## src/rtl/perf_event_tracker_if.sv

```systemverilog
// rtl/perf_event_tracker_if.sv - pipeline control inputs and perf-counter outputs of the event tracker
interface perf_event_tracker_if #(
  parameter int IW = 4
);
  logic          enable;
  logic          halt;
  logic          fetch_valid;
  logic          fetch_stall;
  logic          retire_valid;
  logic          flush;
  logic [2:0]    flush_num;
  logic          start_instr;
  logic          end_instr;
  logic [IW-1:0] inflight;
  logic [31:0]   stall_cycles;
  logic [1:0]    state;
  logic          done;
  logic          err;

  modport master (
    output enable, halt, fetch_valid, fetch_stall, retire_valid, flush, flush_num,
    input  start_instr, end_instr, inflight, stall_cycles, state, done, err
  );

  modport slave (
    input  enable, halt, fetch_valid, fetch_stall, retire_valid, flush, flush_num,
    output start_instr, end_instr, inflight, stall_cycles, state, done, err
  );
endinterface

```

## src/rtl/perf_event_tracker.sv

```systemverilog
// rtl/perf_event_tracker.sv - start/end pulse generator, in-flight tracker and window FSM
// Optional stall-cycle counter enabled by PERF_STALL_COUNT_EN.
module perf_event_tracker #(
  parameter int MAX_INFLIGHT = 5,
  parameter int IW           = 4
) (
  input  logic                clk,
  input  logic                rst,
  perf_event_tracker_if.slave bus
);
  localparam int SW = IW + 1;

  typedef enum logic [1:0] {
    IDLE  = 2'd0,
    RUN   = 2'd1,
    DRAIN = 2'd2,
    DONE  = 2'd3
  } state_e;

  state_e        state_q, state_d;
  logic [IW-1:0] inflight_q, inflight_d;
  logic          start_q, end_q, done_q, err_q, err_d;
  logic          in_run, in_drain, accept, retire;
  logic [SW-1:0] squash, sum;

  assign in_run   = (state_q == RUN);
  assign in_drain = (state_q == DRAIN);
  assign accept   = bus.fetch_valid && !bus.fetch_stall && !bus.flush && in_run;
  assign retire   = bus.retire_valid && (in_run || in_drain);
  assign squash   = (bus.flush && (in_run || in_drain)) ? SW'(bus.flush_num) : '0;
  // Two's-complement sum one bit wider than the count; the MSB flags underflow.
  assign sum      = {1'b0, inflight_q} + SW'(accept) - SW'(retire) - squash;

  always_comb begin
    err_d      = err_q;
    inflight_d = sum[IW-1:0];
    if (sum[SW-1]) begin
      inflight_d = '0;
      err_d      = 1'b1;
    end else if (sum[IW-1:0] > IW'(MAX_INFLIGHT)) begin
      inflight_d = IW'(MAX_INFLIGHT);
      err_d      = 1'b1;
    end

    state_d = state_q;
    case (state_q)
      IDLE:  if (bus.enable) state_d = RUN;
      RUN: begin
        if (!bus.enable) begin
          state_d    = IDLE;
          inflight_d = '0;
        end else if (bus.halt) begin
          state_d = DRAIN;
        end
      end
      DRAIN: if (inflight_d == '0) state_d = DONE;
      DONE:  if (!bus.enable) state_d = IDLE;
      default: state_d = IDLE;
    endcase
  end

  always_ff @(posedge clk) begin
    if (rst) begin
      state_q    <= IDLE;
      inflight_q <= '0;
      start_q    <= 1'b0;
      end_q      <= 1'b0;
      done_q     <= 1'b0;
      err_q      <= 1'b0;
    end else begin
      state_q    <= state_d;
      inflight_q <= inflight_d;
      start_q    <= accept;
      end_q      <= retire;
      done_q     <= (state_d == DONE);
      err_q      <= err_d;
    end
  end

`ifdef PERF_STALL_COUNT_EN
  logic [31:0] stall_q;

  always_ff @(posedge clk) begin
    if (rst) begin
      stall_q <= '0;
    end else if (in_run && bus.fetch_valid && bus.fetch_stall && (stall_q != '1)) begin
      stall_q <= stall_q + 32'd1;
    end
  end

  assign bus.stall_cycles = stall_q;
`else
  assign bus.stall_cycles = '0;
`endif

  assign bus.start_instr = start_q;
  assign bus.end_instr   = end_q;
  assign bus.inflight    = inflight_q;
  assign bus.state       = state_q;
  assign bus.done        = done_q;
  assign bus.err         = err_q;
endmodule

```

## src/flat_wrapper.sv

```systemverilog
// flat-port wrapper written by rule: the top's interface ports become plain ports
module perf_event_tracker_flat 
#(
  parameter int MAX_INFLIGHT = 5,
  parameter int IW           = 4
)
  (clk, rst, bus_enable, bus_halt, bus_fetch_valid, bus_fetch_stall, bus_retire_valid, bus_flush, bus_flush_num, bus_start_instr, bus_end_instr, bus_inflight, bus_stall_cycles, bus_state, bus_done, bus_err);
  perf_event_tracker_if #(.IW(IW)) bus_i ();
  input  logic clk;
  input  logic rst;
  input wire logic [$bits(bus_i.enable)-1:0] bus_enable;
  input wire logic [$bits(bus_i.halt)-1:0] bus_halt;
  input wire logic [$bits(bus_i.fetch_valid)-1:0] bus_fetch_valid;
  input wire logic [$bits(bus_i.fetch_stall)-1:0] bus_fetch_stall;
  input wire logic [$bits(bus_i.retire_valid)-1:0] bus_retire_valid;
  input wire logic [$bits(bus_i.flush)-1:0] bus_flush;
  input wire logic [$bits(bus_i.flush_num)-1:0] bus_flush_num;
  output wire logic [$bits(bus_i.start_instr)-1:0] bus_start_instr;
  output wire logic [$bits(bus_i.end_instr)-1:0] bus_end_instr;
  output wire logic [$bits(bus_i.inflight)-1:0] bus_inflight;
  output wire logic [$bits(bus_i.stall_cycles)-1:0] bus_stall_cycles;
  output wire logic [$bits(bus_i.state)-1:0] bus_state;
  output wire logic [$bits(bus_i.done)-1:0] bus_done;
  output wire logic [$bits(bus_i.err)-1:0] bus_err;
  assign bus_i.enable = bus_enable;
  assign bus_i.halt = bus_halt;
  assign bus_i.fetch_valid = bus_fetch_valid;
  assign bus_i.fetch_stall = bus_fetch_stall;
  assign bus_i.retire_valid = bus_retire_valid;
  assign bus_i.flush = bus_flush;
  assign bus_i.flush_num = bus_flush_num;
  assign bus_start_instr = bus_i.start_instr;
  assign bus_end_instr = bus_i.end_instr;
  assign bus_inflight = bus_i.inflight;
  assign bus_stall_cycles = bus_i.stall_cycles;
  assign bus_state = bus_i.state;
  assign bus_done = bus_i.done;
  assign bus_err = bus_i.err;
  perf_event_tracker #(.MAX_INFLIGHT(MAX_INFLIGHT), .IW(IW)) u_core (.clk(clk), .rst(rst), .bus(bus_i));
endmodule
```

## config.mk

```make
export PLATFORM = sky130hd
export DESIGN_NAME = perf_event_tracker_flat
export DESIGN_NICKNAME = d
export VERILOG_FILES = /design/src/rtl/perf_event_tracker_if.sv /design/src/rtl/perf_event_tracker.sv /design/src/flat_wrapper.sv
export SDC_FILE = /design/constraint.sdc
export NUM_CORES = 1
export LEC_CHECK = 0
export BUFFER_PORTS_ARGS = -buffer_cell sky130_fd_sc_hd__buf_2
export CAP_MARGIN = 10
export CORE_UTILIZATION = 43
export CTS_BUF_LIST = sky130_fd_sc_hd__clkbuf_16
export DETAILED_ROUTE_END_ITERATION = 7
export PLACE_DENSITY = 0.81
export SLEW_MARGIN = 20
export SYNTH_ARGS = -nofsm -noshare
export SYNTH_HDL_FRONTEND = slang
export SYNTH_SLANG_ARGS = --single-unit
```

## constraint.sdc

```tcl
create_clock -name clk -period 4.47 [get_ports clk]
set_input_delay 0.6705 -clock clk [delete_from_list [all_inputs] [get_ports clk]]
set_output_delay 0.6705 -clock clk [all_outputs]
set_load 0.05 [all_outputs]
```

## Word level (Yosys, flattened, before mapping)

Index checks and enable logic that the tools add are counted.

| word-level totals | value |
|---|---|
| output and inout bits | 42 |
| memories | 0 |
| latch bits | 0 |
| bits of input ports | 11 |
| logic and storage cells | 38 |
| flip-flop bits (word level) | 10 |
| bits in read-only memories | 0 |
| RAM bits | 0 |

| operators by class | value |
|---|---|
| multipliers | 0 |
| $lt $le $gt $ge | 1 |
| shifts and indexed selects | 0 |
| eq/ne operators | 4 |
| divide/modulo/power cells | 0 |
| reduce and logical (&&, ||, !) cells | 11 |
| add/sub/neg operators | 3 |
| bitwise operators | 0 |
| mux-type cells | 13 |

Operators by type and width:

| operator | count |
|---|---|
| $mux 4 | 4 |
| $mux 2 | 5 |
| $pmux 2 s4 | 1 |
| $eq 2x2->1 const B | 3 |
| $add 4x1->5 | 1 |
| $logic_and 1x1->1 | 5 |
| $sub 5x1->5 | 1 |
| $sub 5x5->5 | 1 |
| $gt 4x3->1 const B | 1 |
| $logic_not 4->1 | 1 |
| $mux 3 | 1 |
| $eq 2x1->1 const B | 1 |
| $logic_not 1->1 | 2 |
| $logic_not 2->1 | 1 |
| $mux 1 | 2 |
| $reduce_bool 2->1 | 1 |
| $logic_or 1x1->1 | 1 |

## Longest topological paths before layout

Gate-level depths: netlist (run 1).

| logic depth | value |
|---|---|
| word-level depth | 14 |
| depth in mapped cells | 15 |
| depth with buffers taken out | 15 |

## Worst setup path after synthesis (run 1)

OpenSTA, ideal clock, no wires.

| timing path | value |
|---|---|
| kind | register to register |
| start point | register u_core.state_q[0], in the netlist u_core.bus.state[0] |
| end point | register u_core.state_q[0], in the netlist u_core.bus.state[0] |
| data required time | 4,340 ps |
| setup time | 130 ps |
| buffers on the path | 0 |
| clock period less this slack | 3,603 ps |
| path slack | 867 ps |
| data arrival time | 3,473 ps |
| stages on the path, launching flop included | 15 |
| path through | dfxtp_1 > ha_1 > inv_1 > nor4b_1 > fa_1 > inv_1 > fa_1 > inv_1 > ha_1 > inv_1 > fa_1 > xor2_1 > a31o_1 > o31ai_2 > a221oi_2 |

| between the ends | value |
|---|---|
| longest elaborated chain between the ends | 11 |
| elaborated cells on any way between the ends | 22 |
| classes of those cells | add/sub: 3; order compare: 1; eq/ne: 3; mux: 9; reduce/logical: 6 |

RTL lines:

| what | RTL line | RTL |
|---|---|---|
| from (decl) | perf_event_tracker.sv:20 | `state_e state_q, state_d;` |
| from (signal assigned) | perf_event_tracker.sv:71 | `state_q <= state_d;` |
| $eq 2x1->1 * | perf_event_tracker.sv:26 | `assign in_run = (state_q == RUN);` |
| $logic_and 1x1->1 * | perf_event_tracker.sv:28 | `assign accept = bus.fetch_valid && !bus.fetch_stall && !bus.flush && in_run;` |
| named net u_core.accept | perf_event_tracker.sv:23 | `logic in_run, in_drain, accept, retire;` |
| $add 4x1->5 * | perf_event_tracker.sv:32 | `assign sum = {1'b0, inflight_q} + SW'(accept) - SW'(retire) - squash;` |
| $sub 5x1->5 * | perf_event_tracker.sv:32 |  |
| $sub 5x5->5 * | perf_event_tracker.sv:32 |  |
| $gt 4x3->1 | perf_event_tracker.sv:40 | `end else if (sum[IW-1:0] > IW'(MAX_INFLIGHT)) begin` |
| $mux 4 | perf_event_tracker.sv:40 |  |
| $mux 4 * | perf_event_tracker.sv:37 | `if (sum[SW-1]) begin` |
| $logic_not 4->1 * | perf_event_tracker.sv:56 | `DRAIN: if (inflight_d == '0) state_d = DONE;` |
| $mux 2 * | perf_event_tracker.sv:56 |  |
| $pmux 2 s4 * | perf_event_tracker.sv:46 | `case (state_q)` |

Mark *: on every way through the listed nets, which the timed path passes. The rest lies on a longest branch.
A chain may end at the register's enable or synchronous reset.

## Worst setup path in the final report (run 1)

| timing path | value |
|---|---|
| start point | register u_core.state_q[0], in the netlist u_core.bus.state[0] |
| end point | register u_core.done_q, in the netlist u_core.bus.done |

| between the ends | value |
|---|---|
| longest elaborated chain between the ends | 12 |
| elaborated cells on any way between the ends | 23 |
| classes of those cells | add/sub: 3; order compare: 1; eq/ne: 4; mux: 9; reduce/logical: 6 |

RTL lines:

| what | RTL line | RTL |
|---|---|---|
| $eq 2x1->1 * | perf_event_tracker.sv:26 |  |
| $logic_and 1x1->1 * | perf_event_tracker.sv:28 |  |
| named net u_core.accept | perf_event_tracker.sv:23 |  |
| $add 4x1->5 * | perf_event_tracker.sv:32 |  |
| $sub 5x1->5 * | perf_event_tracker.sv:32 |  |
| $sub 5x5->5 * | perf_event_tracker.sv:32 |  |
| $gt 4x3->1 | perf_event_tracker.sv:40 |  |
| $mux 4 | perf_event_tracker.sv:40 |  |
| $mux 4 * | perf_event_tracker.sv:37 |  |
| $logic_not 4->1 * | perf_event_tracker.sv:56 |  |
| $mux 2 * | perf_event_tracker.sv:56 |  |
| $pmux 2 s4 * | perf_event_tracker.sv:46 |  |
| $eq 2x2->1 * | perf_event_tracker.sv:75 | `done_q <= (state_d == DONE);` |
| to (signal assigned) | perf_event_tracker.sv:75 |  |
| to (decl) | perf_event_tracker.sv:22 | `logic start_q, end_q, done_q, err_q, err_d;` |

Marked as above.

==> summary.md, run 1 <==
| Metric | Value |
|---|---|
| P per Cell Area | `545.5 mW/mm²` |
| Clock slew at reported path FFs | `0.04 ns` |
| Commonest non-fill, non-tap cell in the layout | `conb_1` |
| Seq pwr share | `0.206` |
| Layout cells sized above 1 | `0.1894` |
| M3 GR Usage | `0.04444` |
| Total negative slack | `0 ns` |
| Worst-path fanout max | `7` |
| Average size of a mapped cell | `8.457 µm²` |
| Routability-driven placement congestion ratio | `0.7586` |
| Clk_lat worst skew | `0.24 ns` |
| Cells after Synth | `108` |
| Area of the multi-input gates | `540.5 µm²` |
| CP startpoint kind | `register` |
| RSZ-0062 raised after global routing | `false` |
| Max-slew headroom | `0.6213` |
| Register area share after synthesis | `0.2192` |
| H-tree Lvls | `1` |
| Slowest CP cell | `nor4b_1` |
| Fill cell count | `191` |
| Setup violations, final | `0` |
| DRC marker count from the first detailed-route iteration | `12` |
| Crit path DAT | `3.76 ns` |
| Max_cap viols | `0` |
| WL/cell | `9.969 µm` |
| TritonCTS Buffers | `3` |
| Sw Share | `0.4612` |
| EDFF count, synth | `0` |
| Cell total after placement | `155` |
| Worst-Margin Slew | `0.5602 ns` |
| DIE AREA | `0.002313 mm²` |
| Met1 usage | `0.1306` |
| Count of cells resized by post-cts repair | `0` |
| Leakage Power | `0.5629 nW` |
| FMAX | `0.2733 GHz` |
| # rows | `16` |
| Seq cells post-synth | `10` |
| Fin nets | `157` |
| Final HPWL DP | `1308 µm` |
| Most Used Layer, Global Route | `met2` |
| Hold/Removal Path Class | `reg2reg` |
| GRT overflow | `0` |
| Layout Skew | `0.005760 ns` |
| Crit-path most repeated cell | `inv_1` |
| Net Switching | `0.2531 mW` |
| Final period util | `0.8187` |
| Utilization after layout | `0.5076` |
| Peak supply drop | `242.8 µV` |
| Ys async rst share | `0` |
| Setup CP Type | `reg2reg` |
| CTS hold repair buffers | `0` |
| Count of different cell masters after synthesis | `25` |
| Min Tclk post-route | `3.659 ns` |
| Status | `finished clean` |
| Antenna cell count | `0` |
| Ys Warns | `0` |
| Int Power | `0.2957 mW` |
| Most frequent cells in the layout | `conb_1, buf_2, inv_1` |
| Met2 GRT Util | `0.2622` |
| DRC | `0` |
| Setup Fix Bufs, Post-CTS | `0` |
| Gr usage total | `0.1495` |
| Vias after detailed routing | `709` |
| First-pass GRT wire length | `2214 µm` |
| Longest Clk Path Bufs | `2` |
| Reg area | `200.2 µm²` |
| Design Power | `0.5488 mW` |
| Chip height | `48.09 µm` |
| Die X-Extent | `48.09 µm` |
| DP Area | `927.1 µm²` |
| PortBufs | `20` |
| Total wire length | `1585 µm` |
| Clk pwr share | `0.287` |
| Cell Count, Final, Fillers Out | `159` |
| Initial Util | `0.4609` |
| Critical Path, Cell by Cell | `ha_1 > inv_1 > nor4b_1 > fa_1 > inv_1 > fa_1 > inv_1 > ha_1 > inv_1 > fa_1 > xor2_1 > a31o_1 > o31ai_2 > a21oi_1` |
| Initial antenna violation count | `0` |
| Worst Setup End Kind | `register` |
| Clk Tree Root Cell | `clkbuf_16` |
| Core area | `0.001982 mm²` |
| Logic pwr share | `0.506` |
| Req. time, crit path | `4.57 ns` |
| CP max stage delay | `0.54 ns` |
| Synth Cell Area | `913.4 µm²` |
| Fin. Hold Viols | `0` |
| Vias per inst | `4.459` |
| # IOs | `53` |
| Drt pass-1 iters | `4` |
| Slew Viols, Final | `0` |
| Main synth FF type | `dfxtp_1` |
| Synth-to-Final Area Change | `10.14%` |
| Sink Count | `10` |
| Fin area | `0.001006 mm²` |
| Number of global-route vias before repair | `583` |
| CTS tree | `built` |
| Largest net degree at the start of global routing | `8` |
| Routed Antenna Nets | `0` |
## per-stage QoR
step / hold WS [ns] / worst slack, ns
6_report: 0.5195 / 0.8105
5_1_grt: 0.5499 / 0.5194
4_1_cts: 0.5220 / 0.7870
3_5_place_dp: 0.5115 / 0.7576
3_3_place_gp: 0.5008 / 0.9466
2_1_floorplan: 0.7168 / 0.8670
## cell families after synthesis
group	count (synthesis)	synth area share
buffers and inverters	46	0.3205
AND/OR/NAND/NOR	19	0.1055
AO/OA/AOI/OAI	18	0.1384
adder cells (fa/ha/maj)	13	0.2027
flip-flops	10	0.2192
XOR/XNOR	1	0.009591
other	1	0.004106
## power groups by stage
stage	clock (mW)	sequential [mW]	combinational [mW]
global placement	0	0.114	0.268
global route	0.167	0.115	0.304
detailed placement	0	0.114	0.277
CTS	0.163	0.113	0.279
finish	0.158	0.113	0.278
floorplan	0	0.163	0.202
## cell type report
type                       count  share of cell area
clock buffer                   3             0.07463
clock inverter                 1            0.003731
inverter                      14             0.05224
multi-input combinational     84              0.5373
sequential                    10              0.1990
tap                           27             0.03358
timing repair buffer          20             0.09950
## Yosys cell counts (all sizes together), types with 2 or more instances
cell | count | area [µm²]
nor2 | 6 | 22.52
fa | 3 | 60.06
dfxtp | 10 | 200.2
ha | 10 | 125.1
a21oi | 7 | 35.03
nand2 | 3 | 11.26
and3 | 5 | 31.28
o21ai | 2 | 10.01
buf | 32 | 240.2
inv | 14 | 52.55
nand3 | 2 | 10.01
## final timing paths
kind	start	endpoint	slack [ns]	cells after the start
worst min-delay path	u_core.bus.err	u_core.bus.err	0.52	2
worst max register to register	u_core.bus.state[0]	u_core.bus.done	0.81	14
worst max-delay path	u_core.bus.state[0]	u_core.bus.done	0.81	14
worst min register to register	u_core.bus.err	u_core.bus.err	0.52	2
## sequential cells by signal, summed over array words and instances (netlist names)
name / flops
u_core.bus.done: 1
u_core.bus.end_instr: 1
u_core.bus.err: 1
u_core.bus.inflight: 4
u_core.bus.start_instr: 1
u_core.bus.state: 2
## worst max-delay path: cells and delay by family, from the launching register on
kind / cells / cell delay (ns)
buffers and inverters: 4 / 0.26
XOR/XNOR: 1 / 0.18
flip-flops: 1 / 0.45
AND/OR/NAND/NOR: 1 / 0.54
adder cells (fa/ha/maj): 5 / 1.50
AO/OA/AOI/OAI: 3 / 0.59
## routing by layer
metal / vias to the layer above / wire (µm)
li1: 337 / -
met1: 321 / 551
met2: 45 / 824
met3: 6 / 142
met4: 0 / 67
met5: - / 0
(Power assumes the default switching activity.)
==> inputs of run 2 (changes only) <==
--- a/config.mk
+++ b/config.mk
@@ -5,12 +5,13 @@
 export SDC_FILE = /design/constraint.sdc
 export NUM_CORES = 1
 export LEC_CHECK = 0
+export ABC_AREA = 1
 export BUFFER_PORTS_ARGS = -buffer_cell sky130_fd_sc_hd__buf_2
 export CAP_MARGIN = 10
-export CORE_UTILIZATION = 43
+export CORE_UTILIZATION = 39
 export CTS_BUF_LIST = sky130_fd_sc_hd__clkbuf_16
 export DETAILED_ROUTE_END_ITERATION = 7
-export PLACE_DENSITY = 0.81
+export PLACE_DENSITY = 0.77
 export SLEW_MARGIN = 20
 export SYNTH_ARGS = -nofsm -noshare
 export SYNTH_HDL_FRONTEND = slang
==> constraint.sdc (replaced) <==
create_clock -name clk -period 3.1 [get_ports clk]
set_input_delay 0.465 -clock clk [delete_from_list [all_inputs] [get_ports clk]]
set_output_delay 0.465 -clock clk [all_outputs]
set_load 0.05 [all_outputs]
==> run 2 against run 1 <==
- the flow now finishes with violations (setup timing)
- routed wire length increased by 23%
- critical path depth increased by 6
- utilization increased by 2.1 points
- combinational power increased to 4.0 times the previous value
- critical endpoint unchanged
==> summary.md, run 2 <==
| Metric | Value |
|---|---|
| Most frequent cells in the layout | `conb_1, buf_2, inv_1` |
| PortBufs | `20` |
| Met1 wire length | `688 µm` |
| CP top delay family | `adder cells` |
| Crit-path most repeated cell | `nand2_1` |
| Setup crit start | `u_core.bus.state[0]` |
| Synth cell count leaders | `buf_4, inv_1, nand2_1` |
| WL/cell | `10.54 µm` |
| FF-to-FF setup slack | `-0.04 ns` |
| Chip height | `50.56 µm` |
| Vias per inst | `4.265` |
| Utilization after layout | `0.5283` |
| Cell Count, Final, Fillers Out | `185` |
| Register-to-Register Path Depth | `20` |
| Routed Antenna Nets | `0` |
| Commonest non-fill, non-tap cell in the layout | `conb_1` |
| Worst Setup End Kind | `register` |
| Top cell type's share of synthesized area | `0.2612` |
| Initial Util | `0.4157` |
| Area leader, netlist | `buf_4` |
| FMAX | `0.3188 GHz` |
| Drt pass-1 iters | `7` |
| RSZ-0062 raised after global routing | `true` |
| H-tree Lvls | `1` |
| Clock slew at reported path FFs | `0.04 ns` |
| DR WL met3 | `93 µm` |
| DRC | `0` |
| Worst-path fanout max | `3` |
| Synth Cell Area | `919.6 µm²` |
| Worst reg2reg path endpoint | `u_core.bus.done` |
| Number of global-route vias before repair | `725` |
| Count of different cell masters after synthesis | `18` |
| Slowest CP cell | `fa_1` |
| CP bufs+invs | `5` |
| Fin area | `0.001169 mm²` |
| Most common cell in the netlist | `buf_4` |
| Top post-synthesis cells by area | `buf_4, dfxtp_1, ha_1` |
| First-pass GRT wire length | `2891 µm` |
| DIE AREA | `0.002556 mm²` |
| Max reg flops | `4` |
| R2R Path Start | `u_core.bus.state[0]` |
| Ys async rst share | `0` |
| Top Metal Used | `met4` |
| P per Cell Area | `1311 mW/mm²` |
| EDFF count, synth | `0` |
| GRT overflow | `0` |
| # IOs | `53` |
| Min Tclk post-route | `3.136 ns` |
| Layout cells sized above 1 | `0.3312` |
| CP max stage delay | `0.40 ns` |
| WP depth | `20` |
| TritonCTS Buffers | `3` |
| Wire length on met2 | `1073 µm` |
| DP Area | `0.001002 mm²` |
| Setup CP Type | `reg2reg` |
| Synth-to-Final Area Change | `27.07%` |
| Fin. Hold Viols | `0` |
| Violated checks | `setup timing` |
| Core area | `0.002212 mm²` |
| Largest net degree at the start of global routing | `7` |
| Peak supply drop | `517.0 µV` |
| Final HPWL DP | `1442 µm` |
| Setup violations, final | `2` |
| Critical Path, Cell by Cell | `inv_4 > ha_4 > nand3_4 > fa_2 > inv_2 > fa_1 > inv_2 > ha_4 > inv_2 > fa_2 > xor2_2 > nand3_1 > inv_1 > nand2_2 > nand2_1 > nand2_1 > nand2_1 > nand2_1 > nand2_1 > nor2_1` |
| Clk_lat worst skew | `0.24 ns` |
| Antenna cell count | `0` |
| Final WS setup | `-0.03650 ns` |
| Die X-Extent | `50.56 µm` |
| Slew Viols, Final | `0` |
| Seq cells post-synth | `10` |
| Fin nets | `182` |
| Average size of a mapped cell | `7.416 µm²` |
| Vias after detailed routing | `789` |
| Max_cap viols | `0` |
| Hold depth | `2` |
| Longest Clk Path Bufs | `2` |
| # rows | `17` |
| Cell total after placement | `177` |
| Gr usage total | `0.1579` |
| Register area share after synthesis | `0.2177` |
| WHS | `0.4373 ns` |
| Layout Skew | `0.001515 ns` |
| DRC marker count from the first detailed-route iteration | `9` |
| Crit path DAT | `3.27 ns` |
| Sink Count | `10` |
| Total negative slack | `-0.07215 ns` |
| Initial antenna violation count | `0` |
| CTS tree | `built` |
| Req. time, crit path | `3.23 ns` |
| Clk Tree Root Cell | `clkbuf_16` |
| Routability-driven placement congestion ratio | `0.8440` |
| Final period util | `1.012` |
| Total wire length | `1949 µm` |
| Status | `complete, but fails checks` |
| Worst Setup EP | `u_core.bus.done` |
| Leakage Power | `0.6558 nW` |
| Hold/Removal Path Class | `in2reg` |
| Ys Warns | `0` |
| Cells after Synth | `124` |
| CP startpoint kind | `register` |
| Main synth FF type | `dfxtp_1` |
## run 2: final cells by class
class	count	area [µm²]
clock buffer	3	75.07
clock inverter	1	3.754
fill	225	1044
inverter	22	87.58
multi-input combinational	92	591.8
sequential	10	207.7
tap	28	35.03
timing repair buffer	29	167.7
## run 2: cells by family after synthesis
kind of cell	count (synthesis)	synth area share
flops	10	0.2177
other cells	1	0.004078
fa+ha+maj	13	0.2014
compound gates	11	0.06394
buf+inv	54	0.3510
xor+xnor	1	0.009526
simple gates	34	0.1524
## run 2: per-stage QoR
stage,worst slack (ns),power [mW]
finish,-0.03650,1.532
CTS,0.01638,1.431
detailed placement,-0.08023,1.119
global placement,-0.05739,1.077
floorplan,0.03178,0.9152
global route,-0.2053,1.659
## run 2: power by group
group / leakage [nW] / switching, mW / total (mW) / internal [mW]
logic: 0.534 / 0.686 / 1.10 / 0.410
clock network: 0.0385 / 0.0656 / 0.235 / 0.170
registers: 0.0836 / 0.0242 / 0.201 / 0.177
total: 0.656 / 0.776 / 1.53 / 0.757
## run 2: repair_timing
item | 4_1_cts | 5_1_grt
buffers inserted | 3 | 1
pin swaps | 2 | 12
resized for setup | 5 | 12
endpoints found under the setup margin | 4 | 6
hold buffers | 0 | 0
gates cloned | 0 | 0
endpoints found under the hold margin | 0 | 0
## run 2: layer usage
metal  track usage  up-vias
met4        0.1343        0
met1        0.1413      364
li1              -      383
met5             0        -
met3       0.03030        9
met2        0.2978       33
## run 2: worst min-delay path by stage
| stage | start | to | slack, ns |
|---|---|---|---|
| 2_1_floorplan | rst | u_core.bus.state[0] | 0.53 |
| 3_3_place_gp | u_core.bus.err | u_core.bus.err | 0.45 |
| 3_5_place_dp | u_core.bus.err | u_core.bus.err | 0.48 |
| 4_1_cts | rst | u_core.bus.end_instr | 0.44 |
| 5_1_grt | rst | u_core.bus.state[0] | 0.46 |
| 6_report | rst | u_core.bus.state[0] | 0.44 |
==> inputs of run 3 (changes only) <==
--- a/config.mk
+++ b/config.mk
@@ -9,8 +9,8 @@
 export BUFFER_PORTS_ARGS = -buffer_cell sky130_fd_sc_hd__buf_2
 export CAP_MARGIN = 10
 export CORE_UTILIZATION = 39
-export CTS_BUF_LIST = sky130_fd_sc_hd__clkbuf_16
 export DETAILED_ROUTE_END_ITERATION = 7
+export MAX_ROUTING_LAYER = met4
 export PLACE_DENSITY = 0.77
 export SLEW_MARGIN = 20
 export SYNTH_ARGS = -nofsm -noshare
==> run 3 against run 2 <==
- the run still ends with setup timing left
- maximum frequency rose by 0.42%
- count of clock-buffer cells in the layout did not move
- critical path depth fell by 1
- non-clock buffer count did not move
- combinational power barely moved
- worst setup slack improved by 0.013 ns
- routed wire length fell by 4.2%
- register-to-register slack barely moved
- sequential share of layout area rose by 1.1 points
- power fell by 10%
- clock power fell by 58%
- largest power group unchanged
- highest routed layer unchanged
==> summary.md, run 3 (synthesis results as in run 2) <==
| Metric | Value |
|---|---|
| Final HPWL DP | `1442 µm` |
| First-pass GRT wire length | `2760 µm` |
| Core area | `0.002212 mm²` |
| Commonest non-fill, non-tap cell in the layout | `conb_1` |
| Peak supply drop | `490.9 µV` |
| Worst reg2reg path endpoint | `u_core.bus.state[0]` |
| DRC marker count from the first detailed-route iteration | `5` |
| Min Tclk post-route | `3.123 ns` |
| Final WS setup | `-0.02344 ns` |
| Clk_lat worst skew | `0.28 ns` |
| CP startpoint kind | `register` |
| Hold endpoint | `u_core.bus.state[0]` |
| Longest Clk Path Bufs | `2` |
| PortBufs | `20` |
| Violated checks | `setup timing` |
| Req. time, crit path | `3.31 ns` |
| Drt pass-1 iters | `6` |
| HP Start | `rst` |
| Utilization after layout | `0.4977` |
| Antenna cell count | `0` |
| Slew Viols, Final | `0` |
| FMAX | `0.3202 GHz` |
| Crit path DAT | `3.34 ns` |
| Max_cap viols | `0` |
| P per Cell Area | `1248 mW/mm²` |
| Layout Skew | `0.01240 ns` |
| Setup CP Type | `reg2reg` |
| Routed Antenna Nets | `0` |
| # rows | `17` |
| Die X-Extent | `50.56 µm` |
| Fin. Hold Viols | `0` |
| CTS hold repair buffers | `0` |
| Fin nets | `182` |
| Leakage Power | `0.6387 nW` |
| Final period util | `1.008` |
| H-tree Lvls | `1` |
| Vias after detailed routing | `777` |
| Sink Count | `10` |
| TritonCTS Buffers | `3` |
| Worst Setup End Kind | `register` |
| Number of global-route vias before repair | `705` |
| DRC | `0` |
| Gr usage total | `0.1525` |
| Clk Tree Root Cell | `clkbuf_4` |
| Layout cells sized above 1 | `0.3185` |
| Chip height | `50.56 µm` |
| Register-to-Register Path Depth | `19` |
| WL/cell | `10.09 µm` |
| Total wire length | `1867 µm` |
| Status | `complete, but fails checks` |
| Clock slew at reported path FFs | `0.08 ns` |
| FF-to-FF setup slack | `-0.02 ns` |
| Setup violations, final | `2` |
| DIE AREA | `0.002556 mm²` |
| Max reg flops | `4` |
| Worst-path fanout max | `3` |
| Hold/Removal Path Class | `in2reg` |
| Largest net degree at the start of global routing | `7` |
| RSZ-0062 raised after global routing | `true` |
| Vias per inst | `4.200` |
| GRT overflow | `0` |
| R2R Path Start | `u_core.bus.state[0]` |
| Hold depth | `2` |
| Initial antenna violation count | `0` |
| WHS | `0.3852 ns` |
| CTS tree | `built` |
| Synth-to-Final Area Change | `19.73%` |
| # IOs | `53` |
| Initial Util | `0.4157` |
| Routability-driven placement congestion ratio | `0.8571` |
| Most frequent cells in the layout | `conb_1, buf_2, inv_1` |
-- run 3: cell types whose count changed in the layout (fill, tap and decap cells not counted) --
cell	before	now
clkbuf_16	3	0
clkbuf_4	0	3
ha_2	1	2
ha_4	2	1
inv_1	16	17
inv_2	4	3
nand2_1	13	14
nand2_2	3	1
nand2_4	0	1
nand3_2	0	1
nand3_4	1	0
o21ai_0	6	5
o21ai_1	1	2
-- run 3: stage by stage --
stage	setup TNS (ns)	worst slack (ns)	instance area (µm²)	power [mW]	instances
2_1_floorplan	0	0.03178	1070	0.9152	156
3_3_place_gp	-0.09423	-0.05739	1002	1.077	177
3_5_place_dp	-0.2799	-0.08023	1002	1.119	177
4_1_cts	0	0.008903	1069	1.294	184
5_1_grt	-0.6501	-0.2049	1101	1.494	185
6_report	-0.02679	-0.02344	1101	1.374	185
-- run 3: metal layers --
metal  GRT usage  routed length [µm]  vias up
li1            -                   -      381
met1      0.1468                 682      351
met2      0.2933                1045       39
met3     0.01818                  87        6
met4     0.07870                  52        0
met5           -                   0        -
-- run 3: how the worst max path moves through the flow --
stage                                   start                     end  slack (ns)  depth (start not counted)
after floorplan           u_core.bus.state[0]         u_core.bus.done        0.03                         20
after global placement    u_core.bus.state[0]     u_core.bus.state[0]       -0.06                         19
after detailed placement  u_core.bus.state[0]  u_core.bus.inflight[0]       -0.08                         16
after CTS                 u_core.bus.state[0]         u_core.bus.done       0.009                         19
after global routing      u_core.bus.state[0]     u_core.bus.state[0]       -0.20                         19
final                     u_core.bus.state[0]     u_core.bus.state[0]       -0.02                         19
-- run 3: layout make-up --
class,count,area (µm²)
clock buffer,3,22.52
fill,238,1111
sequential,10,207.7
inverter,22,87.58
timing repair buffer,29,167.7
tap,28,35.03
clock inverter,1,3.754
multi-input combinational,92,576.8
-- run 3: worst max-delay path, stage by stage (launching register included) --
cell and delay (ns):
dfxtp_4 0.37, inv_4 0.04, ha_4 0.29, nand2_4 0.06
fa_2 0.38, inv_2 0.06, fa_1 0.40, inv_1 0.07
ha_2 0.18, inv_2 0.04, fa_2 0.34, xor2_2 0.21
nand2_2 0.12, o21ai_2 0.13, nand2_1 0.06, nand2_1 0.05
nand2_1 0.04, nand2_1 0.05, nand2_1 0.06, nor2_1 0.11
-- run 3: what timing repair did --
item	CTS	global route
endpoints found under the setup margin	4	5
resized for setup	6	9
pin swaps	2	4
setup buffers	3	1
-- run 3: report_power, final --
group	switching (mW)	internal, mW	leakage [nW]
sequential	0.0240	0.176	0.0836
clock	0.0517	0.0466	0.0154
combinational	0.677	0.399	0.540
